<file path="src/rtl/ram_nr1w_dbg_if.sv">
// ram_nr1w_dbg_if: bundle of the kernel and debug ports of ram_nr1w_dbg.
//
// Signals (master = kernel/bench side, slave = RAM side):
//   raddr            NREAD packed read addresses, port i at [i*ADDR_WIDTH +: ADDR_WIDTH]
//   rdata            NREAD packed read data, port i at [i*WIDTH +: WIDTH]
//   waddr/wdata/wen  kernel write port
//   debug_write_*    debug write port
//   debug_addr/data  debug read port
//   ready            memory accepts kernel traffic
//   oob_err          sticky out-of-range access flag
//   state_dbg        controller state (0 = CLEAR, 1 = RUN)
//
// Handshake: there is no per-transfer valid/ready pair. Every port is sampled on
// every rising edge; wen/debug_write_en act as write valids that are always
// accepted in RUN, and ready is a registered status flag telling the kernel
// that the post-reset clear sweep is complete and traffic is being honoured.
interface ram_nr1w_dbg_if #(
   parameter int WIDTH      = 32,
   parameter int ADDR_WIDTH = 5,
   parameter int NREAD      = 2
);
   logic [NREAD*ADDR_WIDTH-1:0] raddr;
   logic [NREAD*WIDTH-1:0]      rdata;
   logic [ADDR_WIDTH-1:0]       waddr;
   logic [WIDTH-1:0]            wdata;
   logic                        wen;
   logic [ADDR_WIDTH-1:0]       debug_write_addr;
   logic [WIDTH-1:0]            debug_write_data;
   logic                        debug_write_en;
   logic [ADDR_WIDTH-1:0]       debug_addr;
   logic [WIDTH-1:0]            debug_data;
   logic                        ready;
   logic                        oob_err;
   logic                        state_dbg;

   modport master (
      output raddr, waddr, wdata, wen,
      output debug_write_addr, debug_write_data, debug_write_en, debug_addr,
      input  rdata, debug_data, ready, oob_err, state_dbg
   );

   modport slave (
      input  raddr, waddr, wdata, wen,
      input  debug_write_addr, debug_write_data, debug_write_en, debug_addr,
      output rdata, debug_data, ready, oob_err, state_dbg
   );
endinterface

</file>
<file path="src/rtl/ram_nr1w_dbg.sv">
// ram_nr1w_dbg: NREAD-read / 1-write synchronous RAM with a debug read/write
// port and an optional zeroing sweep after reset release.
//
// Ports:
//   clk  rising-edge clock
//   rst  asynchronous active-high reset (outputs zero, memory contents kept)
//   bus  ram_nr1w_dbg_if slave modport (kernel ports, debug ports, status)
module ram_nr1w_dbg #(
   parameter int WIDTH          = 32,
   parameter int DEPTH          = 16,
   parameter int ADDR_WIDTH     = 5,
   parameter int NREAD          = 2,
   parameter bit READ_FIRST     = 1'b0,
   parameter bit CLEAR_ON_RESET = 1'b1
) (
   input  logic          clk,
   input  logic          rst,
   ram_nr1w_dbg_if.slave bus
);
   // The array spans the whole address space so any address indexes it
   // directly; words >= DEPTH are never written or read and trim away.
   localparam int                    MEM_WORDS = 1 << ADDR_WIDTH;
   localparam logic [ADDR_WIDTH-1:0] LAST_ADDR = ADDR_WIDTH'(DEPTH - 1);
   localparam logic [ADDR_WIDTH:0]   DEPTH_EXT = (ADDR_WIDTH + 1)'(DEPTH);

   typedef enum logic {ST_CLEAR = 1'b0, ST_RUN = 1'b1} state_t;
   localparam state_t RESET_STATE = CLEAR_ON_RESET ? ST_CLEAR : ST_RUN;

   state_t                  state_q, state_d;
   logic [ADDR_WIDTH-1:0]   clr_ptr_q, clr_ptr_d;
   logic                    ready_q, ready_d;
   logic                    oob_err_q, oob_err_d;
   logic [NREAD*WIDTH-1:0]  rdata_q, rdata_d;
   logic [WIDTH-1:0]        debug_data_q, debug_data_d;

   logic [WIDTH-1:0]        mem [MEM_WORDS];

   // Effective write ports after state gating and range checks.
   logic                    kw_en, dw_en;
   logic [ADDR_WIDTH-1:0]   kw_addr, dw_addr;
   logic [WIDTH-1:0]        kw_data, dw_data;

   function automatic logic in_range(input logic [ADDR_WIDTH-1:0] a);
      return {1'b0, a} < DEPTH_EXT;
   endfunction

   // Word seen by a read sampled this edge; in write-first mode the winning
   // write of the same edge is forwarded (debug beats kernel).
   function automatic logic [WIDTH-1:0] fwd_read(input logic [ADDR_WIDTH-1:0] a);
      logic [WIDTH-1:0] v;
      v = mem[a];
      if (!READ_FIRST) begin
         if (dw_en && (dw_addr == a)) begin
            v = dw_data;
         end else if (kw_en && (kw_addr == a)) begin
            v = kw_data;
         end
      end
      return v;
   endfunction

   // Write port selection. The kernel port doubles as the clear port.
   always_comb begin
      kw_en   = 1'b0;
      kw_addr = bus.waddr;
      kw_data = bus.wdata;
      dw_en   = 1'b0;
      dw_addr = bus.debug_write_addr;
      dw_data = bus.debug_write_data;
      if (rst) begin
         // Bench preload path: only debug writes land while held in reset.
         dw_en = bus.debug_write_en && in_range(bus.debug_write_addr);
      end else if (state_q == ST_CLEAR) begin
         kw_en   = 1'b1;
         kw_addr = clr_ptr_q;
         kw_data = '0;
      end else begin
         dw_en = bus.debug_write_en && in_range(bus.debug_write_addr);
         kw_en = bus.wen && in_range(bus.waddr) &&
                 !(dw_en && (bus.debug_write_addr == bus.waddr));
      end
   end

   always_ff @(posedge clk) begin
      if (kw_en) begin
         mem[kw_addr] <= kw_data;
      end
      if (dw_en) begin
         mem[dw_addr] <= dw_data;
      end
   end

   // Controller: CLEAR sweeps every word to zero once, RUN is terminal.
   always_comb begin
      state_d   = state_q;
      clr_ptr_d = clr_ptr_q;
      ready_d   = (state_q == ST_RUN);
      if (state_q == ST_CLEAR) begin
         clr_ptr_d = clr_ptr_q + 1'b1;
         if (clr_ptr_q == LAST_ADDR) begin
            state_d   = ST_RUN;
            clr_ptr_d = '0;
         end
      end
   end

   // Read ports and sticky out-of-range flag.
   always_comb begin
      rdata_d      = '0;
      debug_data_d = '0;
      oob_err_d    = oob_err_q;
      if (state_q == ST_RUN) begin
         for (int i = 0; i < NREAD; i++) begin
            if (in_range(bus.raddr[i*ADDR_WIDTH +: ADDR_WIDTH])) begin
               rdata_d[i*WIDTH +: WIDTH] = fwd_read(bus.raddr[i*ADDR_WIDTH +: ADDR_WIDTH]);
            end else begin
               oob_err_d = 1'b1;
            end
         end
         if (in_range(bus.debug_addr)) begin
            debug_data_d = fwd_read(bus.debug_addr);
         end
      end
      if (bus.wen && !in_range(bus.waddr)) begin
         oob_err_d = 1'b1;
      end
      if (bus.debug_write_en && !in_range(bus.debug_write_addr)) begin
         oob_err_d = 1'b1;
      end
   end

   always_ff @(posedge clk or posedge rst) begin
      if (rst) begin
         state_q      <= RESET_STATE;
         clr_ptr_q    <= '0;
         ready_q      <= 1'b0;
         oob_err_q    <= 1'b0;
         rdata_q      <= '0;
         debug_data_q <= '0;
      end else begin
         state_q      <= state_d;
         clr_ptr_q    <= clr_ptr_d;
         ready_q      <= ready_d;
         oob_err_q    <= oob_err_d;
         rdata_q      <= rdata_d;
         debug_data_q <= debug_data_d;
      end
   end

   assign bus.rdata      = rdata_q;
   assign bus.debug_data = debug_data_q;
   assign bus.ready      = ready_q;
   assign bus.oob_err    = oob_err_q;
   assign bus.state_dbg  = state_q;
endmodule

</file>
<file path="src/flat_wrapper.sv">
// flat-port wrapper written by rule: the top's interface ports become plain ports
module ram_nr1w_dbg_flat 
#(
   parameter int WIDTH          = 32,
   parameter int DEPTH          = 16,
   parameter int ADDR_WIDTH     = 5,
   parameter int NREAD          = 2,
   parameter bit READ_FIRST     = 1'b0,
   parameter bit CLEAR_ON_RESET = 1'b1
)
  (clk, rst, bus_raddr, bus_waddr, bus_wdata, bus_wen, bus_debug_write_addr, bus_debug_write_data, bus_debug_write_en, bus_debug_addr, bus_rdata, bus_debug_data, bus_ready, bus_oob_err, bus_state_dbg);
  ram_nr1w_dbg_if #(.WIDTH(WIDTH), .ADDR_WIDTH(ADDR_WIDTH), .NREAD(NREAD)) bus_i ();
  input  logic clk;
  input  logic rst;
  input wire logic [$bits(bus_i.raddr)-1:0] bus_raddr;
  input wire logic [$bits(bus_i.waddr)-1:0] bus_waddr;
  input wire logic [$bits(bus_i.wdata)-1:0] bus_wdata;
  input wire logic [$bits(bus_i.wen)-1:0] bus_wen;
  input wire logic [$bits(bus_i.debug_write_addr)-1:0] bus_debug_write_addr;
  input wire logic [$bits(bus_i.debug_write_data)-1:0] bus_debug_write_data;
  input wire logic [$bits(bus_i.debug_write_en)-1:0] bus_debug_write_en;
  input wire logic [$bits(bus_i.debug_addr)-1:0] bus_debug_addr;
  output wire logic [$bits(bus_i.rdata)-1:0] bus_rdata;
  output wire logic [$bits(bus_i.debug_data)-1:0] bus_debug_data;
  output wire logic [$bits(bus_i.ready)-1:0] bus_ready;
  output wire logic [$bits(bus_i.oob_err)-1:0] bus_oob_err;
  output wire logic [$bits(bus_i.state_dbg)-1:0] bus_state_dbg;
  assign bus_i.raddr = bus_raddr;
  assign bus_i.waddr = bus_waddr;
  assign bus_i.wdata = bus_wdata;
  assign bus_i.wen = bus_wen;
  assign bus_i.debug_write_addr = bus_debug_write_addr;
  assign bus_i.debug_write_data = bus_debug_write_data;
  assign bus_i.debug_write_en = bus_debug_write_en;
  assign bus_i.debug_addr = bus_debug_addr;
  assign bus_rdata = bus_i.rdata;
  assign bus_debug_data = bus_i.debug_data;
  assign bus_ready = bus_i.ready;
  assign bus_oob_err = bus_i.oob_err;
  assign bus_state_dbg = bus_i.state_dbg;
  ram_nr1w_dbg #(.WIDTH(WIDTH), .DEPTH(DEPTH), .ADDR_WIDTH(ADDR_WIDTH), .NREAD(NREAD), .READ_FIRST(READ_FIRST), .CLEAR_ON_RESET(CLEAR_ON_RESET)) u_core (.clk(clk), .rst(rst), .bus(bus_i));
endmodule
</file>
<file path="config.mk">
export PLATFORM = sky130hd
export DESIGN_NAME = ram_nr1w_dbg_flat
export DESIGN_NICKNAME = d
export VERILOG_FILES = /design/src/rtl/ram_nr1w_dbg_if.sv /design/src/rtl/ram_nr1w_dbg.sv /design/src/flat_wrapper.sv
export SDC_FILE = /design/constraint.sdc
export NUM_CORES = 2
export LEC_CHECK = 0
export CORE_AREA = 5 5 320 447
export DETAILED_ROUTE_END_ITERATION = 8
export DIE_AREA = 0 0 325 452
export GPL_ROUTABILITY_DRIVEN = 0
export MAX_ROUTING_LAYER = met4
export PLACE_DENSITY_LB_ADDON = 0.08
export SYNTH_ARGS = -nofsm -noshare
export SYNTH_HDL_FRONTEND = slang
export SYNTH_SLANG_ARGS = --single-unit
</file>
<file path="constraint.sdc">
create_clock -name clk -period 6.8 [get_ports clk]
set_clock_uncertainty 0.05 [all_clocks]
set_input_delay 1.36 -clock clk [delete_from_list [all_inputs] [get_ports clk]]
set_output_delay 1.36 -clock clk [all_outputs]
set_load 0.02 [all_outputs]
</file>
**Yosys cells after proc, flatten, opt, wreduce, memory -nomap -nowiden**

Memory sizes are Yosys's and may differ from the RTL's.
Index checks and enable logic that the tools add are counted.

- Memory bits (writable): 1024
- Output and inout port bits: 99
- Memories: 1
- Logic and storage cells: 70
- Register bits after elaboration: 104

- Reduce and logical (&&, ||, !) cells: 17
- Equality and inequality tests: 9
- Mux-type cells: 31
- Add/sub/neg operators: 1
- Order comparisons: 5

Memories:

| memory | words | bits a word | read ports | clocked after memory_dff | write ports | RTL line | text |
|---|---|---|---|---|---|---|---|
| u_core.mem | 32 | 32 | 3 | 0 | 2 | ram_nr1w_dbg.sv:36 | `logic [WIDTH-1:0] mem [MEM_WORDS];` |

Operator list:

| operator | number |
|---|---|
| 2-to-1 mux 32 bit | 12 |
| 2-to-1 mux 64 bit | 1 |
| equality test 5 bit | 7 |
| < comparator 5 bit (second input constant) | 5 |
| 2-to-1 mux 1 bit | 15 |
| 2-to-1 mux 5 bit | 3 |
| logical AND 1 bit | 12 |
| adder 5 x 1 -> 5 bit (second input constant) | 1 |
| equality test 5 x 4 -> 1 bit (second input constant) | 1 |
| inequality test 4 bit (second input constant) | 1 |
| logical NOT 1 bit | 3 |
| nonzero test 3 bit | 1 |
| AND reduction 2 bit | 1 |

**Depth between registers and ports, before layout**

- Word-level depth: 12
- Mapped depth: 9
- Mapped depth without buffers: 6

**Worst setup path before layout**

Ideal clock, no wire load.

- Path type: input port to flip-flop
- Start: input rst
- End: memory u_core.mem[0][0], enable pin
- Library setup time: 433 ps
- Buffers on the path: 3
- Slack: 2118 ps
- Arrival: 4199 ps
- Stages on the path: 8
- Path through: or2_1 -> buf_2 -> buf_2 -> clkbuf_1 -> or3_1 -> o31ai_1 -> nand2_1 -> o22ai_1

RTL lines:

| item | RTL line | text |
|---|---|---|
| start: declaration | flat_wrapper.sv:14 | `input logic rst;` |
| end: declaration | ram_nr1w_dbg.sv:36 |  |

==> flow_metrics.py <==
metrics = {
    "yosys": {
        "synth_area_leader_cell": "edfxtp_1",
        "synth-seq-area-share": 0.4673,
        "synth_ff_type": "edfxtp_1",
        "synth_top_area_share": 0.3996,
        "syn-num-nets": 3386,
        "avgSynthCellArea_um2": 11.69,
        "yosys_warnings": 0,
        "synth_area_leaders": "edfxtp_1, mux4_2, o21ai_0, dfrtp_1, nand2_1",
        "syn_area_um2": 38470,
        "synth_cells": 3292,
        "synth_cell_type_count": 58,
        "async_flop_share": 0.1688,
        "synth-seq-cells": 616,
        "synth_edf_count": 512,
    },
    "cts": {
        "numCtsBuffers": 73,
        "h-tree-depth": 3,
        "cts-hold-fix-buffers": 0,
        "ctsResizeCount": 0,
        "cts_sinks": 616,
        "root_buffer": "clkbuf_16",
        "cts_tree": "yes",
        "insertion_delay_ns": 0.67,
        "clock_path_buffers": 3,
        "clkTransAtPathRegs_ns": 0.06,
        "post_cts_buffers": 0,
    },
    "timing": {
        "drv_slew": 0,
        "period_minus_slack_ns": 4.813,
        "tns_ns": 0,
        "rsz0062_at_grt": "no",
        "max_slew_margin": 0.2368,
        "finalSetupViolCount": 0,
        "max_freq_mhz": 207.8,
        "worst-slew-pin-transition_ns": 1.145,
        "setup_ws_ns": 1.987,
        "min_period_over_period": 0.7078,
        "finalHoldViolations": 0,
    },
    "power_and_ir_drop": {
        "power_frac_seq": 0.438,
        "power_frac_clock": 0.421,
        "p_sw_mw": 2.569,
        "p_leak_nw": 14.03,
        "combPwrFrac": 0.140,
        "internal-power_mw": 7.008,
        "total_power_mw": 9.578,
        "ir_drop_v": 0.0001757,
        "p_per_area_nw_per_um2": 216.0,
        "sw_frac_of_total": 0.2683,
    },
    "setup_path": {
        "end_kind": "register",
        "rrSetupSlack_ns": 2.57,
        "reg2reg_depth": 6,
        "reg2reg_from": "u_core.bus.state_dbg",
        "worst-path-max-fanout": 20,
        "rr_endpoint": "u_core.mem[15][27]",
        "crit_required_ns": 7.11,
        "arrival_ns": 5.12,
        "cp-start-kind": "input port",
        "crit_type": "input port to register",
    },
    "min_path": {
        "hold_depth": 2,
        "hold-path-endpoint": "u_core.bus.oob_err",
        "hold_path.class": "register to register",
        "holdCritStartpoint": "u_core.bus.oob_err",
    },
    "route": {
        "ant_nets": 0,
        "drt-initial-drc-count": 2593,
        "vias": 28890,
        "drt_wl_total_um": 168300,
        "drc": 0,
        "wl_per_cell_um": 33.10,
        "routed_via_density": 5.681,
        "firstDrtPassIters": 7,
    },
    "floorplan": {
        "die_height_um": 452,
        "pin_count": 192,
        "die_w_um": 325,
        "rows": 162,
        "start_util": 0.2775,
        "die_area_um2": 146900,
        "fp.coreArea_um2": 138600,
    },
    "flow_run": {
        "maxCapViolCount": 0,
    },
    "global_route": {
        "gr-total-overflow": 0,
        "grt_use_total": 0.2311,
        "antenna_found_initial": 4,
        "grt_pass1_wl_um": 236200,
        "grt_pass1_vias": 30230,
        "grt_max_degree": 69,
    },
    "cells_and_area": {
        "nets": 3318,
        "area_growth_pct": 15.28,
        "final_util": 0.3199,
        "layout.cells.non_filler": 5085,
        "drive_above_1_share": 0.2105,
    },
    "placed_design": {
        "hpwl_um": 101800,
        "port_buffers": 191,
        "dp_slack_ns": 1.340,
        "dpl.cell_count": 4953,
    },
    "run_status": {
        "status": "complete, no violations",
    },
}
-- metal layers --
metal	global-route usage	share of wire	wire length, µm	up-vias
met4	0.1082	0.050	8339	0
met5	-	0	0	-
met2	0.4200	0.53	89550	1173
met3	0.02725	0.049	8270	347
met1	0.2530	0.37	62130	14950
li1	-	-	-	12420
-- cells in the mapped netlist (37+ instances only) --
| cell type | n |
|---|---|
| dfrtp_1 | 104 |
| o21ai_0 | 547 |
| edfxtp_1 | 512 |
| a221o_1 | 65 |
| inv_1 | 45 |
| a211oi_1 | 67 |
| buf_2 | 83 |
| nor2_1 | 45 |
| clkbuf_1 | 316 |
| mux4_2 | 384 |
| nor2b_1 | 37 |
| nand2_1 | 680 |
| mux2i_1 | 77 |
-- power by group through the flow --
stage / clock network, mW / registers (mW) / logic [mW]
after floorplan: 0 / 4.33 / 0.756
after CTS: 4.15 / 4.20 / 1.36
after global routing: 4.28 / 4.20 / 1.43
after global placement: 0 / 4.28 / 1.35
after detailed placement: 0 / 4.28 / 1.36
final: 4.04 / 4.20 / 1.34
-- worst max path at each step --
| stage | start | to | slack [ns] | cells after the start |
|---|---|---|---|---|
| 3_5_place_dp | rst | u_core.mem[15][18] | 1.34 | 7 |
| 2_1_floorplan | rst | u_core.mem[0][0] | 2.12 | 8 |
| 3_3_place_gp | bus_raddr[8] | u_core.bus.rdata[36] | 1.23 | 7 |
| 6_report | rst | u_core.mem[15][27] | 1.99 | 7 |
| 4_1_cts | rst | u_core.mem[15][18] | 2.06 | 7 |
| 5_1_grt | rst | u_core.mem[15][18] | 1.78 | 7 |
-- critical path, cell delays in order --
cell             delay [ns]
clkdlybuf4s50_1        0.58
nor2_4                 0.44
nor3b_4                0.14
a221oi_1               0.76
nand2_1                0.49
o22ai_4                0.98
buf_4                  0.34
-- final cells by class --
class | instances | area [µm²]
Antenna cell | 3 | 7.507
Timing Repair Buffer | 288 | 2694
Fill cell | 13820 | 94300
Multi-Input combinational cell | 2199 | 18890
Clock inverter | 30 | 314.1
Tap cell | 1804 | 2257
Clock buffer | 99 | 2026
Inverter | 46 | 177.7
Sequential cell | 616 | 17980
-- flip-flops by register name (all words and copies together) (netlist names) --
signal,count
u_core.clr_ptr_q,5
u_core.mem,512
u_core.bus.state_dbg,1
u_core.bus.oob_err,1
u_core.bus.debug_data,32
u_core.bus.rdata,64
u_core.bus.ready,1
-- kinds of logic after synthesis --
| family | synth area share |
|---|---|
| mux | 0.2510 |
| compound gates | 0.1312 |
| flops | 0.4673 |
| fa+ha+maj | 0.0003252 |
| xor+xnor | 0.007513 |
| simple gates | 0.09253 |
| buf+inv | 0.05012 |
-- stage by stage --
step	instance area (µm²)	hold WS, ns
floorplan	38470	0.5413
global placement	41990	0.4530
detailed placement	42000	0.4439
CTS	44340	0.4691
global route	44350	0.5070
finish	44350	0.4696
-- placed cells by master (no fill, tap or decap), types with 6 or more instances in the layout --
cell,n
a2111oi_0,31
a211oi_1,67
a21oi_1,14
a21oi_2,20
a221o_1,65
and3_1,34
buf_4,97
bufinv_16,6
clkbuf_1,17
clkbuf_16,74
clkbuf_8,8
clkdlybuf4s50_1,179
clkinv_1,9
clkinv_2,10
dfrtp_1,104
edfxtp_1,512
inv_1,42
mux2_2,21
mux2i_1,77
mux4_2,384
nand2_1,680
nand3_1,25
nor2_1,40
nor2_4,10
nor2b_1,36
nor3_1,6
nor3_2,9
o21ai_0,547
o21ai_1,8
o21bai_4,8
o221ai_1,34
o22ai_4,8
xnor2_1,8
xor2_1,25
Note: power is estimated with default switching activity, not from simulation.
